===== config.mk =====
export PLATFORM = sky130hd
export DESIGN_NAME = adsr_vca
export DESIGN_NICKNAME = d
export VERILOG_FILES = /design/src/rtl/adsr_pkg.sv /design/src/rtl/vca_scale.sv /design/src/rtl/adsr_vca.sv
export SDC_FILE = /design/constraint.sdc
export NUM_CORES = 1
export LEC_CHECK = 0
export BUFFER_PORTS_ARGS = -buffer_cell sky130_fd_sc_hd__buf_2
export CAP_MARGIN = 20
export CORE_AREA = 3 3 116 118
export DETAILED_ROUTE_END_ITERATION = 10
export DIE_AREA = 0 0 119 121
export PLACE_DENSITY = 0.83
export SYNTH_ARGS = -nofsm -noshare
export SYNTH_HDL_FRONTEND = slang
export SYNTH_SLANG_ARGS = --single-unit

===== constraint.sdc =====
create_clock -name clk -period 4.86 [get_ports clk]
set_input_delay 0 -clock clk [delete_from_list [all_inputs] [get_ports clk]]
set_output_delay 0 -clock clk [all_outputs]
set_load 0.01 [all_outputs]

===== src/rtl/adsr_pkg.sv =====
// Shared definitions for the ADSR envelope / VCA stage.
package adsr_pkg;

    typedef enum logic [2:0] {
        IDLE    = 3'd0,
        ATTACK  = 3'd1,
        DECAY   = 3'd2,
        SUSTAIN = 3'd3,
        RELEASE = 3'd4
    } env_state_t;

    localparam logic [7:0] MIDSCALE = 8'h80;

endpackage


===== src/rtl/vca_scale.sv =====
// Combinational signed scaling of an offset-binary sample by an envelope.
module vca_scale
    import adsr_pkg::*;
(
    input  logic [7:0] wave,
    input  logic [7:0] env_level,
    output logic [7:0] scaled
);

    logic signed [8:0]  s;
    logic signed [8:0]  e;
    logic signed [16:0] p;

    assign s = $signed({1'b0, wave}) - 9'sd128;
    assign e = $signed({1'b0, env_level});
    assign p = s * e;

    // p >>> 8 spans -128..126, so its low byte re-centred on midscale is exact
    assign scaled = MIDSCALE + p[15:8];

    logic unused_bits;
    assign unused_bits = &{1'b0, p[16], p[7:0]};

endmodule


===== src/rtl/adsr_vca.sv =====
// ADSR envelope generator driving a registered VCA on the waveform sample.
module adsr_vca
    import adsr_pkg::*;
#(
    parameter int ACC_W = 20
) (
    input  logic       clk,
    input  logic       rst,
    input  logic       enable,
    input  logic       gate,
    input  logic [7:0] attack_rate,
    input  logic [7:0] decay_rate,
    input  logic [7:0] sustain_level,
    input  logic [7:0] release_rate,
    input  logic [7:0] wave_in,
    output logic [7:0] env_out,
    output logic [7:0] audio_out,
    output logic [2:0] env_state,
    output logic       busy
);

    localparam int EW = ACC_W + 1;

    env_state_t       state, state_d;
    logic [ACC_W-1:0] acc, acc_d;
    logic             gate_q;
    logic             rise;
    logic [7:0]       rate;
    logic [EW-1:0]    step;
    logic [EW-1:0]    acc_x;
    logic [EW-1:0]    sum;
    logic [ACC_W-1:0] tgt;
    logic [EW-1:0]    tgt_step;
    logic [7:0]       vca_d;

    assign rise = gate & ~gate_q;

    always_ff @(posedge clk) begin
        if (rst) begin
            state     <= IDLE;
            acc       <= '0;
            gate_q    <= 1'b0;
            audio_out <= MIDSCALE;
        end else begin
            state     <= state_d;
            acc       <= acc_d;
            gate_q    <= gate;
            audio_out <= vca_d;
        end
    end

    always_comb begin
        rate = 8'h00;
        case (state)
            ATTACK:  rate = attack_rate;
            DECAY:   rate = decay_rate;
            RELEASE: rate = release_rate;
            default: rate = 8'h00;
        endcase
    end

    // One extra bit so sums and target+step comparisons never wrap
    assign step     = EW'(rate) + EW'(1);
    assign acc_x    = {1'b0, acc};
    assign sum      = acc_x + step;
    assign tgt      = {sustain_level, {(ACC_W-8){1'b1}}};
    assign tgt_step = {1'b0, tgt} + step;

    always_comb begin
        state_d = state;
        acc_d   = acc;
        if (rise) begin
            state_d = ATTACK;
        end else if (!gate && (state == ATTACK ||
                               state == DECAY  ||
                               state == SUSTAIN)) begin
            state_d = RELEASE;
        end else if (enable) begin
            case (state)
                ATTACK: begin
                    if (sum >= {1'b0, {ACC_W{1'b1}}}) begin
                        acc_d   = '1;
                        state_d = DECAY;
                    end else begin
                        acc_d = sum[ACC_W-1:0];
                    end
                end
                DECAY: begin
                    if (acc_x <= tgt_step) begin
                        acc_d   = tgt;
                        state_d = SUSTAIN;
                    end else begin
                        acc_d = acc - step[ACC_W-1:0];
                    end
                end
                SUSTAIN: acc_d = tgt;
                RELEASE: begin
                    if (acc_x <= step) begin
                        acc_d   = '0;
                        state_d = IDLE;
                    end else begin
                        acc_d = acc - step[ACC_W-1:0];
                    end
                end
                default: acc_d = '0;
            endcase
        end
    end

    assign env_out   = acc[ACC_W-1 -: 8];
    assign env_state = state;
    assign busy      = (state != IDLE);

    vca_scale u_vca (
        .wave      (wave_in),
        .env_level (env_out),
        .scaled    (vca_d)
    );

endmodule


Word-level counts from Yosys, hierarchy flattened
Index checks and enable logic that the tools add are counted.
- register bits: 32
- bits of input ports: 44
- output and inout bits: 20
- logic and storage cells: 61
- $add $sub $neg: 6
- multiply operators: 1
- magnitude comparators: 3
- equality and inequality tests: 13
- multiplexer cells: 12
- bitwise gates (word level): 4
- reduce and logical (&&, ||, !) cells: 16
- operator list (cell ; count):
    case mux 20 bit (4 select lines) ; 1
    2-to-1 mux 20 bit ; 3
    adder 20 x 9 -> 21 bit ; 2
    case mux 8 bit (3 select lines) ; 1
    greater-or-equal comparator 21 x 20 -> 1 bit, second input constant ; 1
    less-or-equal comparator 20 x 21 -> 1 bit ; 1
    less-or-equal comparator 20 x 9 -> 1 bit ; 1
    subtractor 20 x 9 -> 20 bit ; 1
    multiplier 9 x 9 -> 16 bit ; 1
    2-to-1 mux 3 bit ; 5
    AND reduction 5 bit ; 3
    adder 8 x 1 -> 9 bit, second input constant ; 1
    case mux 3 bit (3 select lines) ; 1
    nonzero test 3 bit ; 3
    subtractor 8 x 8 -> 9 bit, second input constant ; 1
    adder 8 bit, first input constant ; 1
    inequality test 4 x 2 -> 1 bit, second input constant ; 2
    == test 3 x 2 -> 1 bit, second input constant ; 2
    inequality test 3 x 1 -> 1 bit, second input constant ; 2
    nonzero test 5 bit ; 1
    inequality test 2 x 1 -> 1 bit, second input constant ; 2
    inequality test 4 bit, second input constant ; 1
    nonzero test 4 bit ; 1
    == test 3 x 1 -> 1 bit, second input constant ; 1
    other kinds (13) ; 16

Longest topological paths before layout
Gate-level depths: netlist of the first run.
- depth after elaboration: 10
- depth in mapped cells: 24
- mapped depth without buffers: 21

Modules after synthesis
Synthesis of the first run repeated with hierarchy kept, for this count alone.
- cell total of the unflattened synthesis: 828
- area total of the unflattened synthesis: 6615.1 sq um
- by module, submodules not included (module ; instances ; cells each ; area each (sq um) ; seq. area each (sq um)):
    adsr_vca ; 1 ; 560 ; 4245.3 ; 640.6
    vca_scale ; 1 ; 268 ; 2369.8 ; 0.0

Worst setup path before layout of the first run
No wires, ideal clock.
- path type: register to register
- from: reg state[2] (netlist: env_state[2])
- to: reg state[0] (netlist: env_state[0])
- library setup time: 0.123 ns
- arrival: 4.961 ns
- data required time: 4.737 ns
- path slack: -0.224 ns
- stages on the path, launching flop included: 22
- buffers on the path: 3
- period minus slack after synthesis: 5.084 ns
- cells stage by stage: dfxtp_1 buf_4 nor3b_4 buf_2 a221oi_2 inv_1 nand2_1 or4_1 or2_2 nor2_1 xnor2_1 ha_1 buf_2 and2b_1 a211o_1 o211ai_1 or3_1 a2111oi_0 nand4_1 o31ai_4 o211ai_2 mux2_1
- longest elaborated chain between the ends: 7
- elaborated cells between the ends (all ways): 24
- classes of those cells: 3 x add/sub; 3 x order compare; 7 x eq/ne; 5 x mux; 6 x reduce/logical
- ends and longest elaborated chain (item ; line ; text):
    from (decl) ; adsr_vca.sv:24 ; env_state_t state, state_d;
    from (signal assigned) ; adsr_vca.sv:45 ; state <= state_d;
    == test 3 bit, or another cell as far along ; adsr_vca.sv:54, adsr_vca.sv:79 ;
    case mux 8 bit (3 select lines) ; adsr_vca.sv:54 ; case (state)
    adder 8 x 1 -> 9 bit ; adsr_vca.sv:63 ; assign step = EW'(rate) + EW'(1);
    adder 20 x 9 -> 21 bit, on equally long branches ; adsr_vca.sv:67, adsr_vca.sv:65 ;
    less-or-equal comparator 20 x 21 -> 1 bit / greater-or-equal comparator 21 x 20 -> 1 bit (equally long branches) ; adsr_vca.sv:89, adsr_vca.sv:81 ;
    inequality test 4 x 2 -> 1 bit (no source line) ; n/a ;
    AND reduction 5 bit (no source line) ; n/a ;
Parallel ways exist; a longest one is shown, timed or not. The select of a mux whose other input is x is not followed.
A chain may end at the register's enable or synchronous reset.

Worst setup path after layout of the first run
- from: reg state[0] (netlist: env_state[0])
- to: reg state[0] (netlist: env_state[0])
Same word-level chain as after synthesis.

==> results.toml, run 1 <==
[setup_path]
worstSetupPathType = "flop to flop"
worstPathMaxFanout = 7
critPathCaptureType = "flop"
cp_common_cell = "buf_4"
r2r-start = "env_state[0]"
r2r_slack_ns = -0.10
max_stage_delay_ns = 0.44
rr_endpoint = "env_state[0]"
arrival_ns = 5.14
path_cells = "buf_6 > buf_4 > and2b_1 > a222oi_1 > buf_4 > nor3b_2 > buf_4 > nand3b_1 > a32oi_4 > and2_4 > inv_1 > and3_1 > xnor2_1 > ha_1 > a21oi_1 > o21ai_2 > a21oi_1 > nor4b_4 > o21ai_1 > o211ai_1 > buf_4 > a221o_1 > o211ai_2 > mux2_4"
required_ns = 5.04
crit_path_start_kind = "flop"
slowest_stage = "a222oi_1"
r2r_cells = 24

[synthesis]
synthAdderAreaFrac = 0.283
synth_xor_area_frac = 0.0662
ys_ff_latch = 32
synth_compound_area_frac = 0.207
yosysSeqAreaShare = 0.0950
async_reset_ff_frac = 0
yosysWarnings = 0
netlist_instances = 848
syn-num-nets = 1013
synth_enable_flop_cells = 0
netlist_area_mm2 = 0.00675
muxShareOfSynthArea = 0.00464
synth_top_family_by_area = "adder cells"
synth_ff_type = "dfxtp_1"
syn_avg_cell_area_um2 = 7.96
synth.distinct_cells = 84
yosys.area_share.simple = 0.256

[floorplan]
die_w_um = 119
num_rows = 41
io_pins = 64
start_util = 0.537
coreArea_mm2 = 0.0126
die_area_mm2 = 0.0144
die_h_um = 121

[detailed_routing]
post_drt_wl_per_cell_um = 18.8
route.detailed.drc = 0
firstDrtPassIters = 8
first_iter_violations = 837
viasPerCell = 6.10
vias = 7004
ant_nets = 0
wl_um = 21600

[grt]
grt_max_degree = 23
grt.total_usage = 0.275
grt_pass1_wl_um = 32600
grt_pass1_vias = 6797
antenna_found_initial = 1
grt_remaining_overflow = 0

[job]
cap_violations = 0

[sta]
setup_slack_ns = -0.101
grt_setup_unrepaired = "true"
setup_violations = 11
worstMarginPinSlew_ns = 0.991
clock_skew_ns = 0.0104
max_freq_mhz = 202
whs_ns = -0.00144
period_minus_slack_ns = 4.96
period_share = 1.02
finalHoldViolations = 1
slew_violations = 0
tns_ns = -0.400
slew_headroom = 0.337

[pwr]
power_leakage_nw = 3.81
power_mw = 1.07
power_density_mw_per_mm2 = 127
ir_drop_uv = 117

[final_layout]
fin_area_mm2 = 0.00837
instances_no_fill = 1148
layout_common_cells = "buf_4, inv_1, nand2_1, ha_1, buf_2"
final_common_cell = "buf_4"
fin_util = 0.666
final_nets = 1139
drive_gt1_frac = 0.259
area_growth_syn_to_layout_pct = 24.1

[clock_tree]
insertion_delay_ns = 0.29
cts_tree = "built"
cts_buffers = 5
cts_buffer_depth = 2
clkSlewWorstSetupHoldPaths_ns = 0.06
root_buffer = "clkbuf_16"
h-tree-depth = 2
cts.sinks = 32

[placed_design]
dp_hpwl_um = 15500
io_buffers = 63
place_area_mm2 = 0.00774
gp_congestion = 0.964
dp_worst_setup_slack_ns = -0.228
placed_cells = 1124

[status]
status = "finished with violations"
violations = "hold timing, setup timing"

[hold_path]
min_to = "gate_q"
worstHoldStart = "gate"
min_path_type = "input pin to flop"
hold_depth = 2
-- logic make-up (layout without fill, tap and decap cells) --
family                     Yosys count  count (layout)
AOI/OAI and AO/OA                  185             185
xor gates and xnor gates            51              51
adders and majority gates          121             121
buffers and inverters              142             269
DFF                                 32              32
muxes                                3               3
other                                0               1
and+or+nand+nor                    314             314
-- final cells by class --
type	instances	area, µm²
Clock buffer	8	146
Tap cell	172	215
Timing Repair Buffer	166	1130
Antenna cell	1	2.50
Inverter	95	357
Fill cell	958	4200
Sequential cell	32	647
Multi-Input combinational cell	674	5870
-- worst max path at each step --
stage,startpoint,to,slack [ns],depth (start not counted)
after floorplan,env_state[0],env_state[0],0.02,20
after global placement,env_state[0],env_state[0],0.01,19
after detailed placement,env_state[2],env_state[0],-0.23,18
after CTS,env_state[0],acc[8],0.0002,22
after global routing,env_state[0],acc[12],-0.30,24
final,env_state[0],env_state[0],-0.10,24
-- power by group --
group          leakage (nW)  internal (mW)  switching [mW]
clock                0.0712          0.205           0.131
combinational          3.47          0.198           0.259
sequential            0.260          0.267         0.00601
-- cells in the mapped netlist (19+ instances only) --
cell type   n  area [µm²]
clkbuf_1   32         120
nor2_1     49         184
xor2_1     19         166
inv_1      94         353
and2_1     42         263
ha_1       68         851
xnor2_1    32         280
a21oi_1    38         190
nor3_1     21         105
dfxtp_1    32         641
o21ai_0    21         105
nand2_1    69         259
fa_1       53        1060
-- timing repair --
| item | 4_1_cts | 5_1_grt |
|---|---|---|
| buffers inserted | 2 | 14 |
| setup endpoints to repair | 20 | 24 |
| hold buffers | 0 | 0 |
| pin swaps | 6 | 24 |
| resized for setup | 10 | 66 |
-- worst max-delay path, delay by kind of cell, from the launching register on --
kind                     cells  cell delay, ns
AO/OA/AOI/OAI                9            1.84
AND/OR/NAND/NOR              6            1.00
buffers and inverters        6            0.90
flip-flops                   1            0.35
adder cells (fa/ha/maj)      1            0.31
multiplexers                 1            0.31
XOR/XNOR                     1            0.14
-- registers in the layout, summed over array words and instances (netlist names) --
signal / count
env_state: 3
gate_q: 1
acc: 20
audio_out: 8
-- layer usage --
metal	global-route usage	share of wire
met1	0.348	0.38
met5	0	0.00060
met4	0.0992	0.045
met2	0.473	0.49
met3	0.0443	0.079
No activity file was read; power rests on OpenSTA's default activity.
==> run 2: changes to the inputs <==
--- a/config.mk
+++ b/config.mk
@@ -7,10 +7,11 @@
 export LEC_CHECK = 0
 export BUFFER_PORTS_ARGS = -buffer_cell sky130_fd_sc_hd__buf_2
 export CAP_MARGIN = 20
-export CORE_AREA = 3 3 116 118
+export CORE_AREA = 3 3 115 117
 export DETAILED_ROUTE_END_ITERATION = 10
-export DIE_AREA = 0 0 119 121
+export DIE_AREA = 0 0 118 120
 export PLACE_DENSITY = 0.83
 export SYNTH_ARGS = -nofsm -noshare
 export SYNTH_HDL_FRONTEND = slang
+export SYNTH_HIERARCHICAL = 1
 export SYNTH_SLANG_ARGS = --single-unit
==> run 2 against run 1 <==
Net effect:
- the flow now finishes without violations
- register-to-register slack gained 0.25 ns
- fmax grew 5.2%
- first-iteration DRC count shrank 25%
- sequential share of layout area grew 0.68 points
- non-clock buffer count shrank 55
- combinational power shrank 38%
- cell area shrank 8.1%
- die area shrank 1.7%
- worst hold slack gained 0.036 ns
- global-route usage shrank 0.38 points
- largest power group is now clock
==> results.toml, run 2 <==
[detailed_routing]
viasPerCell = 5.99
route.detailed.drc = 0
wl_met1_um = 7490
firstDrtPassIters = 8
first_iter_violations = 631
wl_met3_um = 1360
vias = 6481
met2_length_um = 9950
top_layer_used = "met5"
ant_nets = 0
post_drt_wl_per_cell_um = 18.1
wl_um = 19600

[final_layout]
nFillCells = 1067
final_common_cell = "inv_1"
drive_gt1_frac = 0.198
layout_common_cells = "inv_1, ha_1, nand2_1, buf_2"
area_growth_syn_to_layout_pct = 16.3
instances_no_fill = 1082
final_nets = 1075
largest-register = "acc"
fin_area_mm2 = 0.00769
antenna_cells = 0
largest_reg_flops = 20

[sta]
setup_violations = 0
tns_ns = 0
period_share = 0.970
worstMarginPinSlew_ns = 0.733
finalHoldViolations = 0
period_minus_slack_ns = 4.72
slew_headroom = 0.510
max_freq_mhz = 212
whs_ns = 0.0341
slew_violations = 0
clock_skew_ns = 0.00851

[grt]
grt_remaining_overflow = 0
antenna_found_initial = 1
grt_pass1_vias = 6508
grt_max_degree = 28
grt_pass1_wl_um = 31400
grt.total_usage = 0.271

[synthesis]
synth_compound_area_frac = 0.194
yosys.area_share.simple = 0.257
ys_top_cells_by_area = "fa_1, ha_1, dfxtp_1, inv_1, xnor2_1"
netlist_area_mm2 = 0.00662
synthAdderAreaFrac = 0.289
ys_ff_latch = 32
synth_ff_type = "dfxtp_1"
synth_top_area_frac = 0.154
syn_avg_cell_area_um2 = 7.99
synth_most_common_cell = "inv_1"
syn-num-nets = 994
yosysSeqAreaShare = 0.0968
yosysWarnings = 6
yosysTopAreaCell = "fa_1"
async_reset_ff_frac = 0
synth_enable_flop_cells = 0
synth.distinct_cells = 88
synth_xor_area_frac = 0.0793
muxShareOfSynthArea = 0
synth_top_family_by_area = "adder cells"
ys_top_cells_by_count = "inv_1, ha_1, nand2_1, a21oi_1, fa_1"
netlist_instances = 828

[pwr]
ir_drop_uv = 132
power_density_mw_per_mm2 = 125
power_leakage_nw = 3.63
power_uw = 959

[setup_path]
worstPathMaxFanout = 9
path_cells = "nor4bb_1 > a221oi_2 > buf_4 > nor2_1 > xnor2_1 > o31ai_1 > and4_1 > inv_1 > and3_1 > xnor2_1 > ha_1 > nand3_1 > nor4_4 > o31ai_1 > a21oi_1 > nand2b_4 > o211ai_4 > a222oi_1 > o21a_1 > nor3_1"
path_depth = 20
path_delay_family = "simple AND/OR/NAND/NOR gates"
critPathBufInv = 2
slowest_stage = "dfxtp_2"
critPathCaptureType = "flop"
cp-startpoint = "env_state[2]"
crit_path_start_kind = "flop"
r2r-start = "env_state[2]"
crit_path_end = "acc[15]"
arrival_ns = 4.86
rr_endpoint = "acc[15]"
max_stage_delay_ns = 0.46
r2r_cells = 20
r2r_slack_ns = 0.14
required_ns = 5.00
worstSetupPathType = "flop to flop"

[status]
status = "finished clean"

[clock_tree]
cts_buffers = 5
cts_tree = "built"
root_buffer = "clkbuf_16"
clkSlewWorstSetupHoldPaths_ns = 0.06
cts.sinks = 32
cts_buffer_depth = 2
h-tree-depth = 2
insertion_delay_ns = 0.29
cts_hold_buf = 0

[placed_design]
gp_congestion = 0.923
io_buffers = 63
place_area_mm2 = 0.00729
placed_cells = 1070
dp_hpwl_um = 15300

[floorplan]
coreArea_mm2 = 0.0125
num_rows = 41
die_area_mm2 = 0.0142
start_util = 0.531
io_pins = 64
die_h_um = 120
die_w_um = 118

[job]
cap_violations = 0

[hold_path]
min_path_type = "input pin to flop"
==> run 2: kinds of logic (layout without fill, tap and decap cells) <==
group,Yosys count,in the layout
xor+xnor,59,59
simple gates,303,303
compound gates,176,176
fa+ha+maj,122,122
flops,32,32
buf+inv,136,218
==> run 2: layout make-up <==
type	instances	area, µm²	share of cell area
multi-input cells	660	5600	0.728
repair buffers	111	676	0.0878
flip-flops and latches	32	647	0.0841
inverters	99	373	0.0485
well taps	172	215	0.0280
clock buffers	7	153	0.0198
clock inverters	1	30.0	0.00390
==> run 2: metal layers <==
layer	GRT usage	up-vias
met1	0.324	3083
li1	-	3023
met3	0.0419	73
met2	0.489	300
met5	0	-
met4	0.104	2
==> run 2: stage by stage <==
stage / util / setup slack, ns
floorplan: - / 0.201
global placement: 0.585 / 0.0268
detailed placement: 0.585 / -0.238
CTS: 0.603 / 0.00684
global route: 0.617 / -0.148
finish: 0.617 / 0.144
==> run 2: timing repair <==
action / CTS / global route
setup endpoints to repair: 20 / 22
setup buffers: 1 / 3
pin swaps: 2 / 10
resized for setup: 7 / 28
==> run 2: worst min-delay path by stage <==
stage	startpoint	endpoint	depth (start not counted)
after floorplan	gate	gate_q	1
after global placement	gate	gate_q	2
after detailed placement	gate	gate_q	2
after CTS	gate	gate_q	2
after global routing	gate	gate_q	2
final	gate	gate_q	2
==> run 2: worst register-to-register path, stage by stage (launching register included) <==
cell      delay, ns
dfxtp_2        0.46
nor4bb_1       0.41
a221oi_2       0.09
buf_4          0.18
nor2_1         0.26
xnor2_1        0.14
o31ai_1        0.32
and4_1         0.28
inv_1          0.09
and3_1         0.19
xnor2_1        0.12
ha_1           0.29
nand3_1        0.14
nor4_4         0.32
o31ai_1        0.14
a21oi_1        0.21
nand2b_4       0.19
o211ai_4       0.14
a222oi_1       0.40
o21a_1         0.17
nor3_1         0.04
==> run 2: power by group <==
part           leakage (nW)  total, mW  switching [mW]  internal (mW)
registers             0.261      0.272         0.00523          0.267
clock network        0.0901      0.403           0.133          0.270
logic                  3.28      0.284           0.170          0.114
